[config.mk]
export PLATFORM = sky130hd
export DESIGN_NAME = zs_brick_sched
export DESIGN_NICKNAME = d
export VERILOG_FILES = /design/src/rtl/zs_pkg.sv /design/src/rtl/zs_lsb_penc.sv /design/src/rtl/zs_brick_sched.sv
export SDC_FILE = /design/constraint.sdc
export NUM_CORES = 1
export LEC_CHECK = 0
export CORE_ASPECT_RATIO = 1.1
export CORE_UTILIZATION = 30
export CTS_CLUSTER_DIAMETER = 50
export DETAILED_ROUTE_END_ITERATION = 16
export HOLD_SLACK_MARGIN = 0.12
export PLACE_DENSITY_LB_ADDON = 0.08
export RECOVER_POWER = 25
export SYNTH_ARGS = -nofsm -noshare
export SYNTH_HDL_FRONTEND = slang
export SYNTH_SLANG_ARGS = --single-unit
[constraint.sdc]
create_clock -name clk -period 4.4 [get_ports clk]
set_clock_uncertainty 0.1 [all_clocks]
set_input_delay 1.32 -clock clk [delete_from_list [all_inputs] [get_ports clk]]
set_output_delay 1.32 -clock clk [all_outputs]
set_load 0.03 [all_outputs]
[src/rtl/zs_pkg.sv]
// Shared definitions for the zero-skipping brick scheduler.
package zs_pkg;

  localparam int unsigned NDefault        = 16;
  localparam int unsigned BrickDefault    = 16;
  localparam int unsigned OffsetSzDefault = 4;

  // Widest mask the one-hot helper can test; BRICK must not exceed this.
  localparam int unsigned MaskMaxW = 64;

  typedef enum logic [1:0] {
    StIdle  = 2'd0,
    StScan  = 2'd1,
    StEmpty = 2'd2
  } zs_state_e;

  // True when at most one bit is still set, i.e. the current beat is the last.
  function automatic logic one_hot_rem(input logic [MaskMaxW-1:0] mask);
    return (mask & (mask - MaskMaxW'(1))) == '0;
  endfunction

endpackage

[src/rtl/zs_lsb_penc.sv]
// Lowest-set-bit priority encoder over a BRICK-wide request vector.
module zs_lsb_penc #(
  parameter int unsigned BRICK = 16,
  parameter int unsigned IDX_W = 4
) (
  input  logic [BRICK-1:0] req,
  output logic [IDX_W-1:0] idx,
  output logic             any
);

  // Scan high to low so the lowest set bit wins the final assignment.
  always_comb begin
    idx = '0;
    for (int k = int'(BRICK) - 1; k >= 0; k--) begin
      if (req[k]) idx = IDX_W'(k);
    end
  end

  assign any = |req;

endmodule

[src/rtl/zs_brick_sched.sv]
// Zero-skipping scheduler: accepts a brick, emits its non-zero entries in
// ascending offset order, or a single empty marker beat for an all-zero brick.
module zs_brick_sched
  import zs_pkg::*;
#(
  parameter int unsigned N         = NDefault,
  parameter int unsigned BRICK     = BrickDefault,
  parameter int unsigned OFFSET_SZ = OffsetSzDefault
) (
  input  logic                 clk,
  input  logic                 rst_n,
  input  logic                 i_valid,
  output logic                 i_ready,
  input  logic [BRICK*N-1:0]   i_brick,
  output logic                 o_valid,
  input  logic                 o_ready,
  output logic [N-1:0]         o_data,
  output logic [OFFSET_SZ-1:0] o_offset,
  output logic [OFFSET_SZ:0]   o_count,
  output logic                 o_last,
  output logic                 o_empty
);

  localparam logic [OFFSET_SZ:0] CntOne = 1;

  zs_state_e              state_q, state_d;
  logic [BRICK*N-1:0]     brick_q, brick_d;
  logic [BRICK-1:0]       mask_q, mask_d;
  logic [OFFSET_SZ:0]     count_q, count_d;

  logic [BRICK-1:0]       new_mask;
  logic [OFFSET_SZ-1:0]   sel;
  logic                   sel_any;
  logic                   last_beat;

  // Per-entry non-zero flags of the incoming brick.
  always_comb begin
    new_mask = '0;
    for (int k = 0; k < int'(BRICK); k++) begin
      new_mask[k] = |i_brick[k*N +: N];
    end
  end

  zs_lsb_penc #(
    .BRICK (BRICK),
    .IDX_W (OFFSET_SZ)
  ) u_penc (
    .req (mask_q),
    .idx (sel),
    .any (sel_any)
  );

  assign last_beat = one_hot_rem(MaskMaxW'(mask_q));

  // State, brick, mask and count registers.
  always_ff @(posedge clk or negedge rst_n) begin
    if (!rst_n) begin
      state_q <= StIdle;
      brick_q <= '0;
      mask_q  <= '0;
      count_q <= '0;
    end else begin
      state_q <= state_d;
      brick_q <= brick_d;
      mask_q  <= mask_d;
      count_q <= count_d;
    end
  end

  // Next-state and output decode; outputs depend only on registered state,
  // so they hold steady while a beat is stalled.
  always_comb begin
    state_d  = state_q;
    brick_d  = brick_q;
    mask_d   = mask_q;
    count_d  = count_q;
    i_ready  = 1'b0;
    o_valid  = 1'b0;
    o_data   = '0;
    o_offset = '0;
    o_count  = '0;
    o_last   = 1'b0;
    o_empty  = 1'b0;

    unique case (state_q)
      StIdle: begin
        i_ready = 1'b1;
        if (i_valid) begin
          brick_d = i_brick;
          mask_d  = new_mask;
          count_d = '0;
          state_d = (|new_mask) ? StScan : StEmpty;
        end
      end

      StScan: begin
        o_valid  = sel_any;
        o_data   = brick_q[sel*N +: N];
        o_offset = sel;
        o_count  = count_q + CntOne;
        o_last   = last_beat;
        if (o_ready && sel_any) begin
          mask_d[sel] = 1'b0;
          count_d     = count_q + CntOne;
          if (last_beat) state_d = StIdle;
        end
      end

      StEmpty: begin
        o_valid = 1'b1;
        o_empty = 1'b1;
        o_last  = 1'b1;
        if (o_ready) state_d = StIdle;
      end

      default: state_d = StIdle;
    endcase
  end

endmodule

==> flow_summary_export.csv <==
group,metric,value,unit
worst_setup_path,crit_type,"flip-flop to output port",
sta,rsz0062_at_grt,"true",
synthesis,syn_inst,1208,
global_route,grt_max_degree,92,
hold_path,hp-class,"flip-flop to flip-flop",
synthesis,ys_async_sr_fraction,100,%
hold_path,worstHoldPathCells,1,
global_route,grt_pass1_vias,12200,
floorplanning,die_h,228,um
floorplanning,die_area,0.0472,mm^2
floorplanning,die_w,207,um
floorplanning,rows,82,
worst_setup_path,critical_path.max_stage_delay,0.43,ns
global_route,grt_pass1_wl,79400,um
cts,cts_buffer_depth,3,
worst_setup_path,rr_worst_depth,8,
worst_setup_path,critical-path-slowest-cell,"dfrtp_2",
worst_setup_path,arrival,3.12,ns
synthesis,ys_seq_area_share,50.2,%
sta,slew_viol_final,91,
layout,fillers,4266,
synthesis,synth-edff-count,0,
detailed_routing,post_drt_wl_per_cell,24.1,um
synthesis,synth-seq-cells,279,
power_and_ir_drop,p_switching,6190,uW
worst_setup_path,r2r-end,"state_q[1]",
worst_setup_path,cp_cell_sequence,"buf_4 > nor2_2 > o311a_1 > o21a_1 > buf_4 > nand3_1 > buf_4 > a211oi_2 > a311o_1 > nor3_2 > buf_4 > buf_6",
detailed_routing,drc_errors,0,
status,status,"finished, violations left",
worst_setup_path,r2r_start,"mask_q[7]",
hold_path,worstHoldEndpoint,"brick_q[64]",
synthesis,netlist_area,0.0139,mm^2
power_and_ir_drop,cellPowerDensity,795,mW/mm^2
place,gp_congestion,0.887,
global_route,track_usage,22.4,%
power_and_ir_drop,switching_share,38.1,%
sta,fin_ws,-0.138,ns
floorplanning,core_area,0.0457,mm^2
floorplanning,ios,289,
global_route,overflow,0,
sta,fin_crit,4.54,ns
power_and_ir_drop,clkPwrFrac,18.3,%
layout,layout_common_cells,"dfrtp_1 (270), clkdlybuf4s50_1 (266), mux2_2 (260), nand2_1 (119), buf_4 (99)",
layout,multiInputGateArea,0.00707,mm^2
sta,setup_viol,16,
worst_setup_path,cp_data_required_time,2.98,ns
detailed_routing,antenna_left,0,
synthesis,avgSynthCellArea,11.5,um^2
layout,final_common_cell,"dfrtp_1",
worst_setup_path,cp_max_fo,7,
cts,cts_tree,"done",
run,drv_cap,1,
synthesis,syn_nets,1472,
place,placed_area,0.0180,mm^2
power_and_ir_drop,peakVddDrop,0.366,mV
sta,finalCritPeriodShare,103,%
sta,fmax,220,MHz
detailed_routing,vias,11500,
power_and_ir_drop,combPwrFrac,51.9,%
layout,n_antenna_cell,0,
detailed_routing,dr.pass1.iters,5,
sta,relSlewSlack,-62.4,%
layout,nets,1859,
power_and_ir_drop,leakagePower,0.00818,uW
cts,path_clk_slew,0.06,ns
cts,h-tree-depth,2,
layout,final_design_area_no_fill,0.0204,mm^2
detailed_routing,routed_wl,53200,um
cts,root_buffer,"clkbuf_16",
synthesis,synth.distinct_cells,67,
sta,tightest_slew,2.44,ns
detailed_routing,drtIter0Drc,537,
worst_setup_path,cp-end-kind,"output port",
power_and_ir_drop,intPower,10000,uW
cts,clock_latency,0.52,ns
place,hpwlAfterDp,40500,um
cts,cts_hold_buf,0,
status,violations,"capacitance limit, slew limit, setup timing",
layout,syn2layout_area_growth,46.9,%
global_route,antenna_found_initial,0,
power_and_ir_drop,power,16200,uW
worst_setup_path,cp-start-kind,"flip-flop",
cts,cts.sinks,279,
worst_setup_path,r2r_slack,1.60,ns
layout,layout-drive-gt1-share,37.4,%
power_and_ir_drop,p_seq_share,29.8,%
detailed_routing,vias_per_cell,5.19,
sta,tns,-1.02,ns
place,io_buffers,288,
worst_setup_path,crit_top_cell,"buf_4",
layout,regArea,0.00699,mm^2
layout,final_util,44.7,%
cts,cts_buffers,36,
hold_path,min_from,"brick_q[64]",
floorplanning,start_util,30.4,%
synthesis,yosys_warnings,0,
synthesis,synthFlopType,"dfrtp_1",
sta,hold_viol,0,
## worst max-delay path by stage
stage	start	to	slack, ns	cells after the start
after floorplan	mask_q[12]	o_data[13]	0.19	8
after global placement	mask_q[7]	o_data[14]	0.08	11
after detailed placement	mask_q[7]	o_data[14]	0.19	11
after CTS	mask_q[5]	o_data[9]	-0.14	11
after global routing	mask_q[7]	o_data[0]	-0.23	12
final	mask_q[7]	o_data[0]	-0.14	12
## cell families (layout without fill, tap and decap cells)
family                     after synthesis  count (layout)  synth area share, %
AOI/OAI and AO/OA                      192             192                 9.88
adders and majority gates                5               5                0.432
buffers and inverters                   91             502                 3.03
muxes                                  281             281                 22.6
DFF                                    279             279                 50.2
xor gates and xnor gates                 3               3                0.189
and+or+nand+nor                        357             357                 13.6
## power by group through the flow
stage                     registers (uW)  clock network (uW)  logic, uW
final                               4830                2970       8430
after detailed placement            4800                   0       6720
after floorplan                     4360                   0       4400
after CTS                           4790                3050       7910
after global placement              4800                   0       6690
after global routing                5000                3140       8950
## per-layer routing
metal	global-route usage (%)	part of all wire [%]
met4	5.90	2.5
met3	3.40	3.9
met5	0	0
met1	30.1	45
met2	37.5	48
## cell usage after synthesis, drive strengths merged, types with 2 or more instances
| master | instances | area (um^2) |
|---|---|---|
| a2111oi | 2 | 23.8 |
| a211o | 2 | 17.5 |
| a211oi | 20 | 155 |
| a21o | 2 | 15.0 |
| a21oi | 48 | 240 |
| a221o | 9 | 90.1 |
| a22o | 13 | 114 |
| a22oi | 4 | 30.0 |
| a2bb2oi | 14 | 123 |
| a311o | 5 | 50.1 |
| a31oi | 13 | 87.6 |
| a32oi | 2 | 17.5 |
| and2b | 5 | 37.5 |
| buf | 28 | 184 |
| clkbuf | 50 | 188 |
| dfrtp | 279 | 6980 |
| ha | 4 | 50.1 |
| inv | 13 | 48.8 |
| mux2 | 262 | 2950 |
| mux2i | 19 | 190 |
| nand2 | 126 | 473 |
| nand2b | 2 | 12.5 |
| nand3 | 44 | 220 |
| nand3b | 2 | 15.0 |
| nand4 | 18 | 113 |
| nand4b | 5 | 43.8 |
| nor2 | 29 | 109 |
| nor2b | 17 | 106 |
| nor3 | 23 | 180 |
| nor4 | 76 | 516 |
| o211ai | 2 | 15.0 |
| o21ai | 22 | 114 |
| o22ai | 18 | 113 |
| o31a | 2 | 17.5 |
| o31ai | 3 | 22.5 |
| or3 | 3 | 18.8 |
| or4 | 4 | 30.0 |
| xor2 | 2 | 17.5 |
## critical path, delay by kind of cell (launching register included)
family          cells  cell delay [ns]
buf+inv             5             0.84
simple gates        3             0.34
compound gates      4             0.96
flops               1             0.43
## registers in the layout, indices dropped and copies added, names as in the netlist
name and count:
brick_q 256, mask_q 16, count_q 5, state_q 2
## repair_timing
item	in CTS	in global routing
pin swaps	34	22
gates resized for setup	111	70
cloned	6	4
buffers inserted	32	14
setup endpoints to repair	18	19
## metrics by stage
step | worst slack [ns] | instances | hold slack [ns]
floorplan | 0.191 | 1208 | 0.371
CTS | -0.139 | 2191 | 0.401
detailed placement | 0.194 | 2100 | 0.386
global route | -0.231 | 2207 | 0.415
global placement | 0.0848 | 2100 | 0.383
finish | -0.138 | 2207 | 0.401
## area by class of cell
cell class	instances	share of cell area [%]
timing repair buffer	427	21.5
sequential	279	34.2
multi-input combinational	838	34.6
clock inverter	17	0.907
inverter	13	0.239
clock buffer	45	4.93
tap	588	3.60
Power figures use the tool's default switching activity.
==> RTL change: new RTL, same settings <==
Set the package constant `OffsetSzDefault` to 8 (it was 4).
--- a/src/rtl/zs_pkg.sv
+++ b/src/rtl/zs_pkg.sv
@@ -5,3 +5,3 @@
   localparam int unsigned BrickDefault    = 16;
-  localparam int unsigned OffsetSzDefault = 4;
+  localparam int unsigned OffsetSzDefault = 8;
 
Interface: changed (resized o_count and o_offset); port bits go from 289 to 297. The function was not compared with the original's and may differ.
==> RTL change against the unedited design <==
The run still ends with max-capacitance violations, max-slew violations, negative setup slack left. Critical path type unchanged. Critical endpoint is now o_data[4]. First-iteration DRC count rose by 57%. Critical path depth did not move. Design area rose by 3.0%. Setup slack got worse by 0.14 ns. Highest routed layer unchanged. Total power rose by 1.7%. Die area rose by 0.82%. Sequential share of layout area fell by 0.54 points. Worst hold slack improved by 0.0040 ns. Synthesized area rose by 0.83%. Synthesized cell count rose by 0.41%. Sequential cell count rose by 4. Routed wire length rose by 12%. Largest cell class unchanged. Largest power group unchanged.
==> RTL change: results (changes against the unedited design) <==
Worst IR drop on VDD = 0.733 mV (+100%)
Routability cong. = 0.911 (+2.7%)
Sequential fraction of the synthesis area = 50.5% (+0.30 points)
Met2 Use GR = 43.5% (+5.9 points)
Final nets = 1895 (+1.9%)
Post-route setup TNS = -3.87 ns (-2.85 ns)
Initial antenna violation count = 0 (unchanged)
PortBufs = 292 (+1.4%)
Final wirelength = 59500 um (+12%)
Final Max Slew Viols = 81 (-11%)
Slew Limit Headroom = -55.7% (+6.7 points)
DR iter-0 viols = 845 (+57%)
Layout fillers = 4352 (+2.0%)
Synth area leaders = dfrtp_1 (51%), mux2_2 (22%), nand2_1 (3.6%)
Worst EP arrival = 3.26 ns (+0.14 ns)
Global routing usage on met3 = 3.31% (-0.089 points)
Max_cap viols = 1 (unchanged)
Clock Path Buffers = 3 (unchanged)
Violated checks = max-capacitance violations, max-slew violations, negative setup slack
Crit path max-delay family = compound AO/OA/AOI/OAI gates
Total CTS buffers = 40 (+11%)
Post-synth ARST share = 100% (unchanged)
Worst-path clk slew = 0.05 ns
Vias = 12047 (+5.1%)
Clk_lat worst skew = 0.56 ns (+0.04 ns)
Top layer in use = met4
Buffer count from post-CTS setup fixing = 36 (+13%)
Largest regs = brick_q (256), mask_q (16), count_q (9)
Synth cell count leaders = dfrtp_1 (283), mux2_2 (268), nand2_1 (134)
Worst-path maximum fanout = 13 (+6)
Num Clock Sinks = 283 (+1.4%)
Crit path largest cell delay = 0.46 ns (+0.03 ns)
Outcome = complete, but fails checks
Layout cells sized above 1 = 39.2% (+1.8 points)
Final Worst Setup Slack = -0.282 ns (-0.144 ns)
Yosys warns = 0 (unchanged)
DPL Wire Length = 46000 um (+14%)
Drt pass-1 iters = 5 (unchanged)
Synth unique cells = 76 (+13%)
N_diodes = 0 (unchanged)
Met2 wire len = 29500 um (+15%)
Largest net degree at the start of global routing = 106 (+15%)
Count of final setup violators = 17 (+1)
Met3 Routed Length = 2660 um (+28%)
Met1 WL = 25400 um (+5.4%)
Post_cts resized = 145 (+31%)
Global-route wire length before repair = 86700 um (+9.2%)
Depth of the CTS H-tree = 2 (unchanged)
Root buf cell = clkbuf_16
LEAKAGE = 8.52 nW (+4.2%)
Slowest cell on the critical path = a221o_2
GR Layer Usage met1 = 32.0% (+1.9 points)
Hold crit path type = flip-flop to flip-flop
All-Layer GR Usage = 25.0% (+2.6 points)
Vias in the first global route = 12686 (+3.8%)
[RTL change: path summary, 6_finish.rpt]
kind                         startpoint      endpoint  slack, ns  depth (start not counted)
max reg2reg                   mask_q[3]     mask_q[5]       1.56                         12
min                        brick_q[160]  brick_q[160]       0.40                          1
max in group asynchronous         rst_n  brick_q[163]       0.49                          2
min reg2reg                brick_q[160]  brick_q[160]       0.40                          1
min in group asynchronous         rst_n    count_q[6]       1.32                          1
max                          mask_q[14]     o_data[4]      -0.28                         12
[RTL change: power by group]
group / switching (mW) / internal, mW / leakage (nW)
clock: 1.26 / 1.95 / 0.626
combinational: 4.01 / 4.25 / 4.56
sequential: 1.12 / 3.92 / 3.33
[RTL change: logic make-up after synthesis]
logic type,count (synthesis),synth area share [%]
muxes,274,22.0
DFF,283,50.5
other,1,0.0268
buffers and inverters,93,2.93
adders and majority gates,5,0.429
xor gates and xnor gates,5,0.313
and+or+nand+nor,351,13.1
AOI/OAI and AO/OA,201,10.7
[RTL change: area by class of cell]
| type | count | area, um2 | area share, % |
|---|---|---|---|
| Sequential cell | 283 | 7090 | 33.7 |
| Inverter | 8 | 30.0 | 0.143 |
| Tap cell | 588 | 736 | 3.50 |
| Clock inverter | 21 | 213 | 1.01 |
| Clock buffer | 48 | 1090 | 5.19 |
| Multi-Input combinational cell | 841 | 7240 | 34.4 |
| Timing Repair Buffer | 457 | 4630 | 22.0 |
[RTL change: stage by stage]
stage	power [mW]	instances	area (um2)	worst slack [ns]
2_1_floorplan	8.44	1216	14000	0.0809
3_3_place_gp	11.8	2117	18400	-0.0353
3_5_place_dp	11.8	2117	18400	-0.0740
4_1_cts	16.2	2224	20700	-0.268
5_1_grt	17.3	2246	21000	-0.364
6_report	16.5	2246	21000	-0.282
